[src/rtl/flit_mon_pkg.sv]
// Shared types and helpers for the flit sink monitor: FSM state encoding and
// a width-generic saturating adder used by every report counter.
package flit_mon_pkg;

    typedef enum logic [1:0] {
        ST_IDLE   = 2'd0,
        ST_RECV   = 2'd1,
        ST_REPORT = 2'd2
    } state_e;

    localparam int unsigned SAT_MAX_W = 32;

    // Adds a + b and clamps to 2^w-1; operands are zero-extended to SAT_MAX_W.
    function automatic logic [SAT_MAX_W-1:0] sat_add(
        input logic [SAT_MAX_W-1:0] a,
        input logic [SAT_MAX_W-1:0] b,
        input int unsigned          w
    );
        logic [SAT_MAX_W:0] sum;
        logic [SAT_MAX_W:0] lim;
        sum = {1'b0, a} + {1'b0, b};
        lim = ((SAT_MAX_W+1)'(1) << w) - (SAT_MAX_W+1)'(1);
        if (sum > lim) begin
            return lim[SAT_MAX_W-1:0];
        end
        return sum[SAT_MAX_W-1:0];
    endfunction

endpackage

[src/rtl/flit_sink_monitor_popcount.sv]
// Combinational population count of a W-bit vector.
module popcount #(
    parameter int unsigned W = 34
) (
    input  logic [W-1:0]             vec_i,
    output logic [$clog2(W+1)-1:0]   count_o
);

    localparam int unsigned CW = $clog2(W+1);

    always_comb begin
        count_o = '0;
        for (int unsigned i = 0; i < W; i++) begin
            count_o = count_o + CW'(vec_i[i]);
        end
    end

endmodule

[src/rtl/flit_sink_monitor.sv]
// Per-packet switching-activity monitor: accumulates flit count, bit toggles,
// one-bits and the idle gap before each packet, and reports them per packet.
module flit_sink_monitor
    import flit_mon_pkg::*;
#(
    parameter int unsigned DATA_W  = 34,
    parameter int unsigned PAYLOAD = 20,
    parameter int unsigned CNT_W   = 16
) (
    input  logic              clk,
    input  logic              rst_n,
    input  logic              in_valid,
    input  logic [DATA_W-1:0] in_data,
    input  logic              in_last,
    output logic              in_ready,
    output logic              rpt_valid,
    input  logic              rpt_ready,
    output logic [CNT_W-1:0]  rpt_flits,
    output logic [CNT_W-1:0]  rpt_toggles,
    output logic [CNT_W-1:0]  rpt_ones,
    output logic [CNT_W-1:0]  rpt_gap,
    output logic              rpt_len_err
);

    localparam int unsigned PC_W = $clog2(DATA_W+1);

    state_e              state_q;
    logic                in_ready_q;
    logic                rpt_valid_q;
    logic [DATA_W-1:0]   prev_q;
    logic [CNT_W-1:0]    flits_q;
    logic [CNT_W-1:0]    tog_q;
    logic [CNT_W-1:0]    ones_q;
    logic [CNT_W-1:0]    gap_q;
    logic                flit_ovf_q;
    logic [CNT_W-1:0]    rpt_flits_q;
    logic [CNT_W-1:0]    rpt_tog_q;
    logic [CNT_W-1:0]    rpt_ones_q;
    logic [CNT_W-1:0]    rpt_gap_q;
    logic                rpt_len_err_q;

    logic [PC_W-1:0]     tog_pc;
    logic [PC_W-1:0]     ones_pc;
    logic [CNT_W:0]      flits_wide;
    logic [CNT_W-1:0]    flits_d;
    logic [CNT_W-1:0]    tog_d;
    logic [CNT_W-1:0]    ones_d;
    logic [CNT_W-1:0]    gap_d;
    logic                flit_ovf_d;
    logic                len_err_d;
    logic                accept;

    popcount #(.W(DATA_W)) u_pc_tog (
        .vec_i   (in_data ^ prev_q),
        .count_o (tog_pc)
    );

    popcount #(.W(DATA_W)) u_pc_ones (
        .vec_i   (in_data),
        .count_o (ones_pc)
    );

    assign accept = in_valid & in_ready_q;

    // Length check uses one extra bit plus a sticky overflow flag so a
    // saturated flit counter can never alias onto PAYLOAD.
    always_comb begin
        flits_wide = {1'b0, flits_q} + (CNT_W+1)'(1);
        flits_d    = CNT_W'(sat_add(32'(flits_q), 32'd1, CNT_W));
        tog_d      = CNT_W'(sat_add(32'(tog_q), 32'(tog_pc), CNT_W));
        ones_d     = CNT_W'(sat_add(32'(ones_q), 32'(ones_pc), CNT_W));
        gap_d      = CNT_W'(sat_add(32'(gap_q), 32'd1, CNT_W));
        flit_ovf_d = flit_ovf_q | flits_wide[CNT_W];
        len_err_d  = flit_ovf_d | (flits_wide != (CNT_W+1)'(PAYLOAD));
    end

    always_ff @(posedge clk or negedge rst_n) begin
        if (!rst_n) begin
            state_q       <= ST_IDLE;
            in_ready_q    <= 1'b1;
            rpt_valid_q   <= 1'b0;
            prev_q        <= '0;
            flits_q       <= '0;
            tog_q         <= '0;
            ones_q        <= '0;
            gap_q         <= '0;
            flit_ovf_q    <= 1'b0;
            rpt_flits_q   <= '0;
            rpt_tog_q     <= '0;
            rpt_ones_q    <= '0;
            rpt_gap_q     <= '0;
            rpt_len_err_q <= 1'b0;
        end else begin
            case (state_q)
                ST_IDLE, ST_RECV: begin
                    if (accept) begin
                        prev_q     <= in_data;
                        flits_q    <= flits_d;
                        tog_q      <= tog_d;
                        ones_q     <= ones_d;
                        flit_ovf_q <= flit_ovf_d;
                        if (in_last) begin
                            state_q       <= ST_REPORT;
                            in_ready_q    <= 1'b0;
                            rpt_valid_q   <= 1'b1;
                            rpt_flits_q   <= flits_d;
                            rpt_tog_q     <= tog_d;
                            rpt_ones_q    <= ones_d;
                            rpt_gap_q     <= gap_q;
                            rpt_len_err_q <= len_err_d;
                        end else begin
                            state_q <= ST_RECV;
                        end
                    end else if (state_q == ST_IDLE) begin
                        gap_q <= gap_d;
                    end
                end
                ST_REPORT: begin
                    if (rpt_ready) begin
                        state_q     <= ST_IDLE;
                        in_ready_q  <= 1'b1;
                        rpt_valid_q <= 1'b0;
                        flits_q     <= '0;
                        tog_q       <= '0;
                        ones_q      <= '0;
                        gap_q       <= '0;
                        flit_ovf_q  <= 1'b0;
                    end
                end
                default: begin
                    state_q     <= ST_IDLE;
                    in_ready_q  <= 1'b1;
                    rpt_valid_q <= 1'b0;
                end
            endcase
        end
    end

    assign in_ready    = in_ready_q;
    assign rpt_valid   = rpt_valid_q;
    assign rpt_flits   = rpt_flits_q;
    assign rpt_toggles = rpt_tog_q;
    assign rpt_ones    = rpt_ones_q;
    assign rpt_gap     = rpt_gap_q;
    assign rpt_len_err = rpt_len_err_q;

endmodule

[config.mk]
export PLATFORM = sky130hd
export DESIGN_NAME = flit_sink_monitor
export DESIGN_NICKNAME = d
export VERILOG_FILES = /design/src/rtl/flit_mon_pkg.sv /design/src/rtl/flit_sink_monitor_popcount.sv /design/src/rtl/flit_sink_monitor.sv
export SDC_FILE = /design/constraint.sdc
export NUM_CORES = 1
export LEC_CHECK = 0
export ABC_CLOCK_PERIOD_IN_PS = 6300
export CELL_PAD_IN_SITES_DETAIL_PLACEMENT = 1
export CELL_PAD_IN_SITES_GLOBAL_PLACEMENT = 2
export CORE_MARGIN = 2
export CORE_UTILIZATION = 33
export DETAILED_ROUTE_END_ITERATION = 10
export PLACE_DENSITY_LB_ADDON = 0.12
export SLEW_MARGIN = 30
export SYNTH_ARGS = -nofsm -noshare
export SYNTH_HDL_FRONTEND = slang
export SYNTH_SLANG_ARGS = --single-unit
[constraint.sdc]
create_clock -name clk -period 6.3 [get_ports clk]
set_input_delay 1.89 -clock clk [delete_from_list [all_inputs] [get_ports clk]]
set_output_delay 1.89 -clock clk [all_outputs]
set_load 0.03 [all_outputs]
Yosys cells after proc, flatten, opt, wreduce, memory -nomap -nowiden
Index checks and enable logic that the tools add are counted.
{ "word_totals": {"latch_bits": 0, "memories": 0, "ramBits": 0, "wordCells": 146, "inputBits": 39, "out_inout_bits": 67, "rom_bits": 0, "ff_bits": 168} }
{ "classes": {"addsub": 71, "n_bitwise": 4, "n_eq_ne": 8, "muxes": 36, "div": 0, "order_cmp": 4, "shifts": 0, "reduce_logical": 9, "mul": 0} }
{ "op_table": {"columns": ["op", "n"], "rows": [
  ["$add 6x1->6", 64],
  ["$mux 16", 14],
  ["$pmux 16 s2", 4],
  ["$gt 17x16->1 const B", 4],
  ["$add 16x1->17 const B", 3],
  ["$add 16x6->17", 2],
  ["$xor 34x34->34", 1],
  ["$ne 17x5->1 const B", 1],
  ["$mux 1", 11],
  ["$ne 2x2->1 const B", 5],
  ["$reduce_and 3->1", 3],
  ["$mux 2", 3],
  ["$pmux 1 s2", 3],
  ["$add 1x1->2", 2],
  ["$pmux 2 s2", 1],
  ["$reduce_and 2->1", 2],
  ["$reduce_and 4->1", 1],
  ["$eq 2x1->1 const B", 1],
  ["$eq 2x2->1 const B", 1],
  ["$logic_not 2->1", 1],
  ["$or 1x1->1", 2],
  ["$reduce_bool 2->1", 1],
  ["$reduce_or 2->1", 1],
  ["$and 1x1->1", 1]
]} }

Logic depth before layout (Yosys ltp)
Gate-level depths: netlist of run 1.
{ "logic_depth": {"depth_word": 40, "ltp_mapped": 26, "depth_no_buf": 25} }

By module
A second synthesis of run 1 with hierarchy kept.
{ "hier_totals": {"hier_cells": 1198, "area_unflattened_um2": 10641.5} }
{ "by_module_without_submodules": {"columns": ["mod", "n_inst", "seq_area_each_um2", "area_per_inst_um2", "cells_each"], "rows": [
  ["flit_sink_monitor", 1, 4205.3, 8919.8, 1016],
  ["popcount", 2, 0.0, 860.8, 91]
]} }

Worst setup path before layout of run 1
OpenSTA, ideal clock, no wires.
{ "synth_timing": {"path_type": "input -> register", "startpoint": "input in_data[0]", "endpoint": "register rpt_tog_q[8] (netlist: rpt_toggles[8])", "required_ns": 6.205, "setup_time_ns": 0.095, "setup_slack_ns": -1.969, "n_path_buf": 1, "path_stages": 23, "t_arrival_ns": 8.173, "cell_sequence": "xor2_1 -> ha_1 -> fa_1 -> fa_1 -> fa_1 -> fa_1 -> inv_1 -> fa_1 -> fa_1 -> fa_1 -> fa_1 -> inv_1 -> a21o_1 -> a21oi_1 -> xnor2_1 -> ha_1 -> o211ai_1 -> a21oi_1 -> or2_2 -> clkbuf_1 -> and3_1 -> and3_1 -> o31ai_1"} }
{ "synth_via": {"elab_chain_len": 38} }
{ "synth_rtl": {"columns": ["item", "line_no", "text"], "rows": [
  ["start, declared", "flit_sink_monitor.sv:13", "input logic [DATA_W-1:0] in_data,"],
  ["$xor 34x34->34 (*)", "flit_sink_monitor.sv:54", ".vec_i (in_data ^ prev_q),"],
  ["$add 1x1->2 (*)", "flit_sink_monitor_popcount.sv:14", "count_o = count_o + CW'(vec_i[i]);"],
  ["$add 6x1->6 (*) (32 in series)", "flit_sink_monitor_popcount.sv:14", null],
  ["$add 16x6->17 (*)", "flit_mon_pkg.sv:21", "sum = {1'b0, a} + {1'b0, b};"],
  ["$gt 17x16->1", "flit_mon_pkg.sv:23", "if (sum > lim) begin"],
  ["$mux 1", "flit_mon_pkg.sv:23", null],
  ["$mux 16 (*)", "flit_mon_pkg.sv:26", "return sum[SAT_MAX_W-1:0];"],
  ["end signal, assigned", "flit_sink_monitor.sv:107", "rpt_tog_q <= tog_d;"],
  ["end, declared", "flit_sink_monitor.sv:37", "logic [CNT_W-1:0] rpt_tog_q;"]
]} }
Mark *: on every way between the ends. The rest lies on a longest branch, timed or not.
A chain may end at the register's enable or synchronous reset.

Worst setup path in the final report of run 1
{ "layout_timing": {"startpoint": "input in_data[0]", "endpoint": "register ones_q[11]"} }
{ "layout_via": {"elab_chain_len": 39} }
{ "layout_rtl": {"columns": ["item", "line_no", "text"], "rows": [
  ["$add 1x1->2 (*)", "flit_sink_monitor_popcount.sv:14", null],
  ["$add 6x1->6 (*) (32 in series)", "flit_sink_monitor_popcount.sv:14", null],
  ["$add 16x6->17 (*)", "flit_mon_pkg.sv:21", null],
  ["$gt 17x16->1", "flit_mon_pkg.sv:23", null],
  ["$mux 1", "flit_mon_pkg.sv:23", null],
  ["$mux 16 (*)", "flit_mon_pkg.sv:26", null],
  ["$mux 16 (*)", "flit_sink_monitor.sv:96", "if (accept) begin"],
  ["$pmux 16 s2 (*)", "flit_sink_monitor.sv:94", "case (state_q)"],
  ["end signal, assigned", "flit_sink_monitor.sv:100", "ones_q <= ones_d;"],
  ["end, declared", "flit_sink_monitor.sv:33", "logic [CNT_W-1:0] ones_q;"]
]} }
Mark *: on every way between the ends. The rest lies on a longest branch, timed or not. The select of a mux whose other input is x is not followed.

==> metrics.md, run 1 <==
| Metric | Value |
|---|---|
| Startpoint class of the critical path | input pin |
| Core Box Area | 31300 µm² |
| Clock sinks | 168 |
| Pwr Total | 5810 µW |
| Sw Ratio | 0.401 |
| H-tree levels | 4 |
| CTS Root Buffer Type | clkbuf_16 |
| Yosys cell types | 64 |
| CP top delay family | adder cells |
| CP max stage delay | 0.57 ns |
| R2R Path End | rpt_toggles[11]$_DFFE_PN0P_ |
| Psw | 2330 µW |
| Final WS setup | -1.29 ns |
| Reg-to-reg startpoint | prev_q[1]$_DFFE_PN0P_ |
| P_int | 3480 µW |
| Inserted Clock Buffers | 17 |
| Non-Filler Instances | 1719 |
| Critical path class | in -> reg |
| HP Class | reg -> reg |
| Largest net degree at the start of global routing | 106 |
| Final-stage net count | 1429 |
| Layout cells sized above 1 | 0.203 |
| Total Routing Usage GR | 0.185 |
| Initial Util | 0.333 |
| Logic pwr share | 0.631 |
| First-pass iteration count of the detailed router | 4 |
| PortBufs | 105 |
| Post-DRT Antenna Nets | 0 |
| Endpoints failing setup | 64 |
| GRT Residual Overflow | 0 |
| Min Tclk post-route | 7.59 ns |
| Yosys Warn Count | 0 |
| Peak supply drop | 0.414 mV |
| Worst hold stages | 2 |
| Mapped cell area | 10400 µm² |
| Critical Path RT | 6.65 ns |
| Most frequent cells in the layout | nand2_1 (184), dfrtp_1 (167), inv_1 (88), clkdlybuf4s50_1 (88), o21ai_0 (65) |
| Failing checks | negative setup slack |
| Hpwl dp | 20.5 mm |
| Clock tree buffer depth | 2 |
| Hold Path End | rpt_gap[4]$_DFFE_PN0P_ |
| Reg power frac | 0.186 |
| GPL Wtd Cong | 0.785 |
| Syn_area_per_cell | 9.09 µm² |
| Crit path from | in_data[0] |
| Placed cells | 1661 |
| # IOs | 106 |
| Yosys reg bits | 168 |
| Synthesized Nets | 1274 |
| Worst skew pair latency | 0.45 ns |
| Area grow syn2layout | 33.4% |
| R2R depth | 24 |
| Slew of the pin with the lowest slew margin | 0.916 ns |
| Die H | 182 µm |
| Setup crit end kind | register |
| Vias | 8619 |
| Slew Limit Fails | 0 |
| Initial antenna violation count | 0 |
| Post-synthesis instance total | 1149 |
| DR DRC count | 0 |
| Status | finished, violations left |
| Ys flop type | dfrtp_1 |
| Endpoint arrival time on the critical path | 7.94 ns |
| P_leak | 0.00626 µW |
| Fmax | 0.132 GHz |
| Tcrit/Tclk final | 1.21 |
| Worst-path clk slew | 0.07 ns |
| Die W | 182 µm |
| Clk_skew | 0.0176 ns |
| Row cnt | 65 |
| Die footprint | 33100 µm² |
| Pwr per Cell Area | 417 nW/µm² |
| CP cell instances | buf_8 > buf_4 > buf_6 > ha_4 > inv_2 > fa_1 > fa_2 > fa_2 > fa_1 > fa_1 > fa_1 > fa_2 > fa_2 > inv_2 > ha_4 > a211o_1 > a211o_1 > o211a_4 > and3_4 > a311oi_2 |
| Post-synth EDFFs | 0 |
| Worst hold start | rpt_gap[4]$_DFFE_PN0P_ |
| Drt total wl | 29.4 mm |
| Vias per cell | 5.01 |
| Initial DRC count | 393 |
| Register area share after synthesis | 0.403 |
| First-pass GRT wire length | 48.7 mm |
| Unrepaired setup endpoints after global routing | true |
| Clock Power Share | 0.184 |
| Antenna Cells | 0 |
| Critical path fanouts, max | 6 |
| Slowest CP cell | fa_2 |
| Max-slew headroom | 0.390 |
| Final hold violation count | 0 |
| Ys async rst share | 1.00 |
| Max Cap Viol | 0 |
| Vias in the first global route | 9162 |
| Routed len/inst | 17.1 µm |
| Buffer and inverter count on the worst path | 5 |
| CTS tree | built |
| Reg-to-reg slack, setup | -0.17 ns |
| Commonest non-fill, non-tap cell in the layout | nand2_1 |
## per-stage QoR
| step | TNS [ns] | hold WS [ns] | cell area (µm²) | util | worst slack [ns] |
|---|---|---|---|---|---|
| after global placement | -126.71 | 0.461 | 12400 | 0.397 | -2.16 |
| final | -75.85 | 0.473 | 13900 | 0.445 | -1.29 |
| after CTS | -87.09 | 0.483 | 13500 | 0.430 | -1.68 |
| after global routing | -88.68 | 0.512 | 13900 | 0.445 | -1.55 |
| after floorplan | -74.42 | 0.454 | 10600 | - | -1.38 |
| after detailed placement | -134.17 | 0.465 | 12400 | 0.397 | -2.35 |
## worst min-delay path, stage by stage (launching register included)
cell	delay [ns]
dfrtp_1	0.34
nand2_1	0.05
nand2_1	0.05
## sequential cells by signal, summed over array words and instances, names as in the netlist, 16 cells and up
name         flops
ones_q          16
rpt_toggles     16
rpt_flits       16
flits_q         16
gap_q           16
tog_q           16
rpt_gap         16
rpt_ones        16
prev_q          34
## area by class of cell
class	instances	area, µm²
multi-input combinational	826	6430
clock buffer	21	460
clock inverter	11	121
tap	402	503
inverter	96	360
fill	3484	17400
sequential	168	4210
timing repair buffer	195	1840
## cells by family after synthesis
family	after synthesis	share of synthesized area
compound gates	259	0.152
xor+xnor	66	0.0554
fa+ha+maj	86	0.142
buf+inv	155	0.0585
flops	168	0.403
mux	13	0.0127
simple gates	402	0.177
## worst max path at each step
stage                     depth (start not counted)                    endpoint  slack (ns)
after floorplan                                  23  rpt_toggles[8]$_DFFE_PN0P_       -1.38
after global placement                           24       tog_q[13]$_DFFE_PN0P_       -2.16
after detailed placement                         24       tog_q[13]$_DFFE_PN0P_       -2.35
after CTS                                        25       tog_q[15]$_DFFE_PN0P_       -1.68
after global routing                             23        tog_q[9]$_DFFE_PN0P_       -1.55
final                                            20      ones_q[11]$_DFFE_PN0P_       -1.29
## per-layer routing
layer  vias to the layer above  share of wire  GRT usage
met4                         0          0.013     0.0429
met1                      4304           0.48      0.246
met5                         -              0          0
met2                        95           0.49      0.316
li1                       4197              -          -
met3                        23          0.022     0.0295
## repair_timing
item | in CTS | in global routing
setup endpoints to repair | 64 | 64
gates resized for setup | 95 | 88
pin swaps | 64 | 59
buffers inserted | 19 | 12
hold buffers | 0 | 0
## Yosys cell counts, types with 3 or more instances
master,number,area (µm²)
mux2i_1,11,110
a311oi_1,14,123
and2_1,5,31.3
o31ai_1,7,52.6
clkbuf_1,48,180
a21o_1,9,67.6
a21oi_1,57,285
a31oi_1,22,138
nor2_1,81,304
nor2b_1,6,37.5
o21a_1,7,52.6
xor2_1,25,219
or2_2,3,18.8
nand4_1,8,50.1
o22a_1,7,61.3
o211ai_1,4,30.0
inv_1,96,360
a211oi_1,8,60.1
nand2_1,185,694
and3_4,3,33.8
dfrtp_1,167,4180
o21ai_0,100,500
fa_1,54,1080
nand3b_1,5,37.5
ha_1,32,400
nor3_1,18,90.1
nand2b_1,13,81.3
nor4_1,7,43.8
buf_6,3,33.8
a211o_1,6,52.6
xnor2_1,41,359
and3_1,18,113
buf_1,3,11.3
nand3_1,34,170
buf_2,5,25.0
## power by group through the flow
| stage | sequential, µW | combinational [µW] | clock, µW |
|---|---|---|---|
| floorplan | 1100 | 2120 | 0 |
| global placement | 1100 | 3020 | 0 |
| detailed placement | 1100 | 3090 | 0 |
| CTS | 1080 | 3440 | 1110 |
| global route | 1080 | 4090 | 1150 |
| finish | 1080 | 3660 | 1070 |
No activity file was read; power rests on OpenSTA's default activity.
==> run 2: changes to the inputs <==
--- a/config.mk
+++ b/config.mk
@@ -9,10 +9,11 @@
 export CELL_PAD_IN_SITES_DETAIL_PLACEMENT = 1
 export CELL_PAD_IN_SITES_GLOBAL_PLACEMENT = 2
 export CORE_MARGIN = 2
-export CORE_UTILIZATION = 33
+export CORE_UTILIZATION = 32
 export DETAILED_ROUTE_END_ITERATION = 10
 export PLACE_DENSITY_LB_ADDON = 0.12
 export SLEW_MARGIN = 30
 export SYNTH_ARGS = -nofsm -noshare
 export SYNTH_HDL_FRONTEND = slang
+export SYNTH_HIERARCHICAL = 1
 export SYNTH_SLANG_ARGS = --single-unit
==> run 2 against run 1 <==
The run still ends with negative setup slack left. Global-route usage shrank 0.37 points. Utilization down 1.2 points. Critical path type unchanged. Cell area rose by 1.4%. Worst setup slack better by 0.079 ns. Sequential share of layout area down 0.43 points. Power decreased by 0.57%. Largest power group unchanged.
==> metrics.md, run 2 <==
| Metric | Value |
|---|---|
| Status | finished, violations left |
| Failing checks | negative setup slack |
| Clock tree buffer depth | 2 (unchanged) |
| Tcrit/Tclk final | 1.19 (-0.0125) |
| Worst skew pair latency | 0.45 ns (about the same) |
| P_leak | 0.00653 µW (+4.3%) |
| Post-synthesis instance total | 1198 (+4.3%) |
| PortBufs | 105 (unchanged) |
| Die H | 186 µm (+2.5%) |
| Hold Buf Count CTS | 0 (unchanged) |
| Total Routing Usage GR | 0.181 (-0.00366) |
| Fmax | 0.133 GHz (+1.0%) |
| Yosys reg bits | 168 (unchanged) |
| Endpoint arrival time on the critical path | 7.83 ns (-0.11 ns) |
| First-pass iteration count of the detailed router | 4 (unchanged) |
| Drt total wl | 30.6 mm (+4.1%) |
| Critical Path RT | 6.62 ns (-0.03 ns) |
| Initial DRC count | 359 (-8.7%) |
| Area grow syn2layout | 32.7% |
| Slew Limit Fails | 0 (unchanged) |
| Max-slew headroom | 0.461 (+0.0716) |
| Pwr Total | 5780 µW (-0.57%) |
| CTS tree | built |
| Vias | 8856 (+2.7%) |
| Core Box Area | 32600 µm² (+4.2%) |
| Slew of the pin with the lowest slew margin | 0.808 ns (-0.107 ns) |
| Most common cell on crit path | fa_1 |
| Most common cell in the netlist | nand2_1 |
| Row cnt | 66 (+1.5%) |
| Pwr per Cell Area | 409 nW/µm² (-2.0%) |
| Yosys cell types | 64 (unchanged) |
| Yosys Warn Count | 6 (+6) |
| Worst-path clk slew | 0.07 ns (about the same) |
| Antenna Cells | 0 (unchanged) |
| Die footprint | 34700 µm² (+5.0%) |
| Top cells by area, synth | dfrtp_1 (39%), fa_1 (10%), nand2_1 (7.9%), xor2_1 (4.3%), inv_1 (4.0%) |
| First-pass GRT wire length | 50.7 mm (+4.1%) |
| Final-stage net count | 1468 (+2.7%) |
| Sw Ratio | 0.404 (+0.00239) |
| Core Util, Final | 0.433 (-0.0117) |
| CP max stage delay | 0.56 ns (about the same) |
| Final TNS setup | -66.53 ns (+9.33 ns) |
| Most frequent cells in the layout | nand2_1 (220), dfrtp_1 (167), inv_1 (106), clkdlybuf4s50_1 (87), nor2_1 (79) |
| Post-DRT Antenna Nets | 0 (unchanged) |
| HP Class | reg -> reg |
| P_int | 3440 µW (-0.96%) |
| Post-synth top cells | nand2_1 (224), dfrtp_1 (167), inv_1 (113) |
| Initial antenna violation count | 0 (unchanged) |
| Endpoints failing setup | 64 (unchanged) |
| GPL Wtd Cong | 0.767 (-2.4%) |
| Unrepaired setup endpoints after global routing | true |
| Initial Util | 0.326 (-0.00715) |
| CP cell instances | buf_6 > xor2_2 > inv_1 > fa_1 > fa_1 > fa_1 > fa_2 > fa_1 > fa_1 > fa_2 > fa_2 > inv_2 > inv_2 > fa_2 > nor2b_4 > o21a_1 > o21ai_4 > buf_12 > a211oi_4 > nand3_2 > o311ai_1 > o31ai_1 |
| Reg power frac | 0.187 (about the same) |
| Routed len/inst | 17.0 µm (-0.52%) |
| Ys async rst share | 1.00 (unchanged) |
| Setup crit end kind | register |
| Clock Power Share | 0.197 (+0.013) |
| Top reg by flops | prev_q |
| Critical path class | in -> reg |
| Min Tclk post-route | 7.51 ns (-0.0789 ns) |
| H-tree levels | 4 (unchanged) |
| Vias in the first global route | 9351 (+2.1%) |
| Layout cells sized above 1 | 0.199 (-0.00377) |
| Final hold violation count | 0 (unchanged) |
| Psw | 2330 µW (about the same) |
| CTS Root Buffer Type | clkbuf_16 |
| Mapped cell area | 10600 µm² (+1.9%) |
| Flip-flop count of the largest register after layout | 34 (unchanged) |
| Die W | 186 µm (+2.5%) |
| Clk_skew | 0.0122 ns (-0.00536 ns) |
| DR DRC count | 0 (unchanged) |
| Logic pwr share | 0.616 (-0.015) |
| Slowest CP cell | fa_1 |
| Peak supply drop | 0.416 mV (+0.42%) |
| Startpoint class of the critical path | input pin |
| Final WS setup | -1.21 ns (+0.0789 ns) |
| Critical path fanouts, max | 3 (-3) |
| Hpwl dp | 21.2 mm (+3.2%) |
| Post-synth EDFFs | 0 (unchanged) |
| Ys flop type | dfrtp_1 |
| Clock sinks | 168 (unchanged) |
| Max Cap Viol | 0 (unchanged) |
| Vias per cell | 4.92 (-1.8%) |
| Synthesized Nets | 1322 (+3.8%) |
| Area leader, netlist | dfrtp_1 |
| Register area share after synthesis | 0.395 (-0.00767) |
| Inserted Clock Buffers | 17 (unchanged) |
| Fill count | 3701 (+6.2%) |
| Pre-CTS setup slack | -2.13 ns (+0.216 ns) |
| Largest net degree at the start of global routing | 88 (-17%) |
| GRT Residual Overflow | 0 (unchanged) |
| Syn_area_per_cell | 8.88 µm² (-2.2%) |
| WHS | 0.474 ns (+0.000964 ns) |
| Synth top area share | 0.393 (-0.00763) |
| Commonest non-fill, non-tap cell in the layout | nand2_1 |
| # IOs | 106 (unchanged) |
## run 2: cell types whose count changed in the layout (fill, tap and decap cells not counted), moves of 8 or more
cell / change
inv_1: +18
xnor2_2: -10
nor2_1: +16
nand3_1: -10
a21o_1: +8
nand2_1: +36
a21oi_1: +11
o21ai_2: +8
a31oi_1: +13
o21ai_0: -40
xnor2_1: -10
xor2_1: +26
## run 2: worst max-delay path: cells and delay by family
| kind | cells | cell delay [ns] |
|---|---|---|
| buffers and inverters | 5 | 0.43 |
| adders and majority gates | 9 | 4.18 |
| and+or+nand+nor | 2 | 0.27 |
| xor gates and xnor gates | 1 | 0.14 |
| AOI/OAI and AO/OA | 5 | 0.92 |
## run 2: cell families after synthesis
family,Yosys count,share of synthesized area
mux,8,0.00788
fa+ha+maj,85,0.138
xor+xnor,73,0.0601
simple gates,437,0.184
flops,168,0.395
buf+inv,176,0.0626
compound gates,251,0.152
## run 2: metal layers
metal / GRT usage / part of all wire / routed length (µm)
met3: 0.0318 / 0.026 / 786
met5: 0 / 0 / 0
met4: 0.0378 / 0.0070 / 214
met2: 0.302 / 0.48 / 14800
met1: 0.246 / 0.48 / 14800
## run 2: area by class of cell
class / instances / area [µm²] / share of cell area
clock buffers: 19 / 443 / 0.0314
inverters: 113 / 424 / 0.0300
multi-input cells: 854 / 6470 / 0.458
well taps: 442 / 553 / 0.0392
clock inverters: 13 / 170 / 0.0120
flip-flops and latches: 168 / 4210 / 0.298
repair buffers: 190 / 1860 / 0.132
## run 2: path summary, 6_finish.rpt
kind	start	endpoint	slack, ns	cells after the start
max	in_data[5]	tog_q[10]$_DFFE_PN0P_	-1.21	22
min reg2reg	rpt_gap[4]$_DFFE_PN0P_	rpt_gap[4]$_DFFE_PN0P_	0.47	2
min	rpt_gap[4]$_DFFE_PN0P_	rpt_gap[4]$_DFFE_PN0P_	0.47	2
max in group asynchronous	rst_n	prev_q[13]$_DFFE_PN0P_	4.25	2
min in group asynchronous	rst_n	flits_q[6]$_DFFE_PN0P_	1.29	1
max reg2reg	prev_q[17]$_DFFE_PN0P_	tog_q[10]$_DFFE_PN0P_	-0.15	21
## run 2: stage by stage
stage | area, µm² | cells
6_report | 14100 | 1799
5_1_grt | 14100 | 1799
4_1_cts | 13800 | 1796
3_5_place_dp | 12800 | 1748
3_3_place_gp | 12800 | 1748
2_1_floorplan | 10900 | 1198
## run 2: power by group through the flow
stage	clock (µW)	combinational (µW)	sequential, µW
3_5_place_dp	0	3080	1100
2_1_floorplan	0	2010	1100
3_3_place_gp	0	3050	1100
4_1_cts	1180	3430	1080
6_report	1140	3560	1080
5_1_grt	1220	4020	1080
## run 2: repair_timing
action | in CTS | in global routing
resized for setup | 128 | 68
endpoints found under the setup margin | 64 | 64
gates cloned | 0 | 1
buffers inserted | 17 | 2
pin swaps | 60 | 43
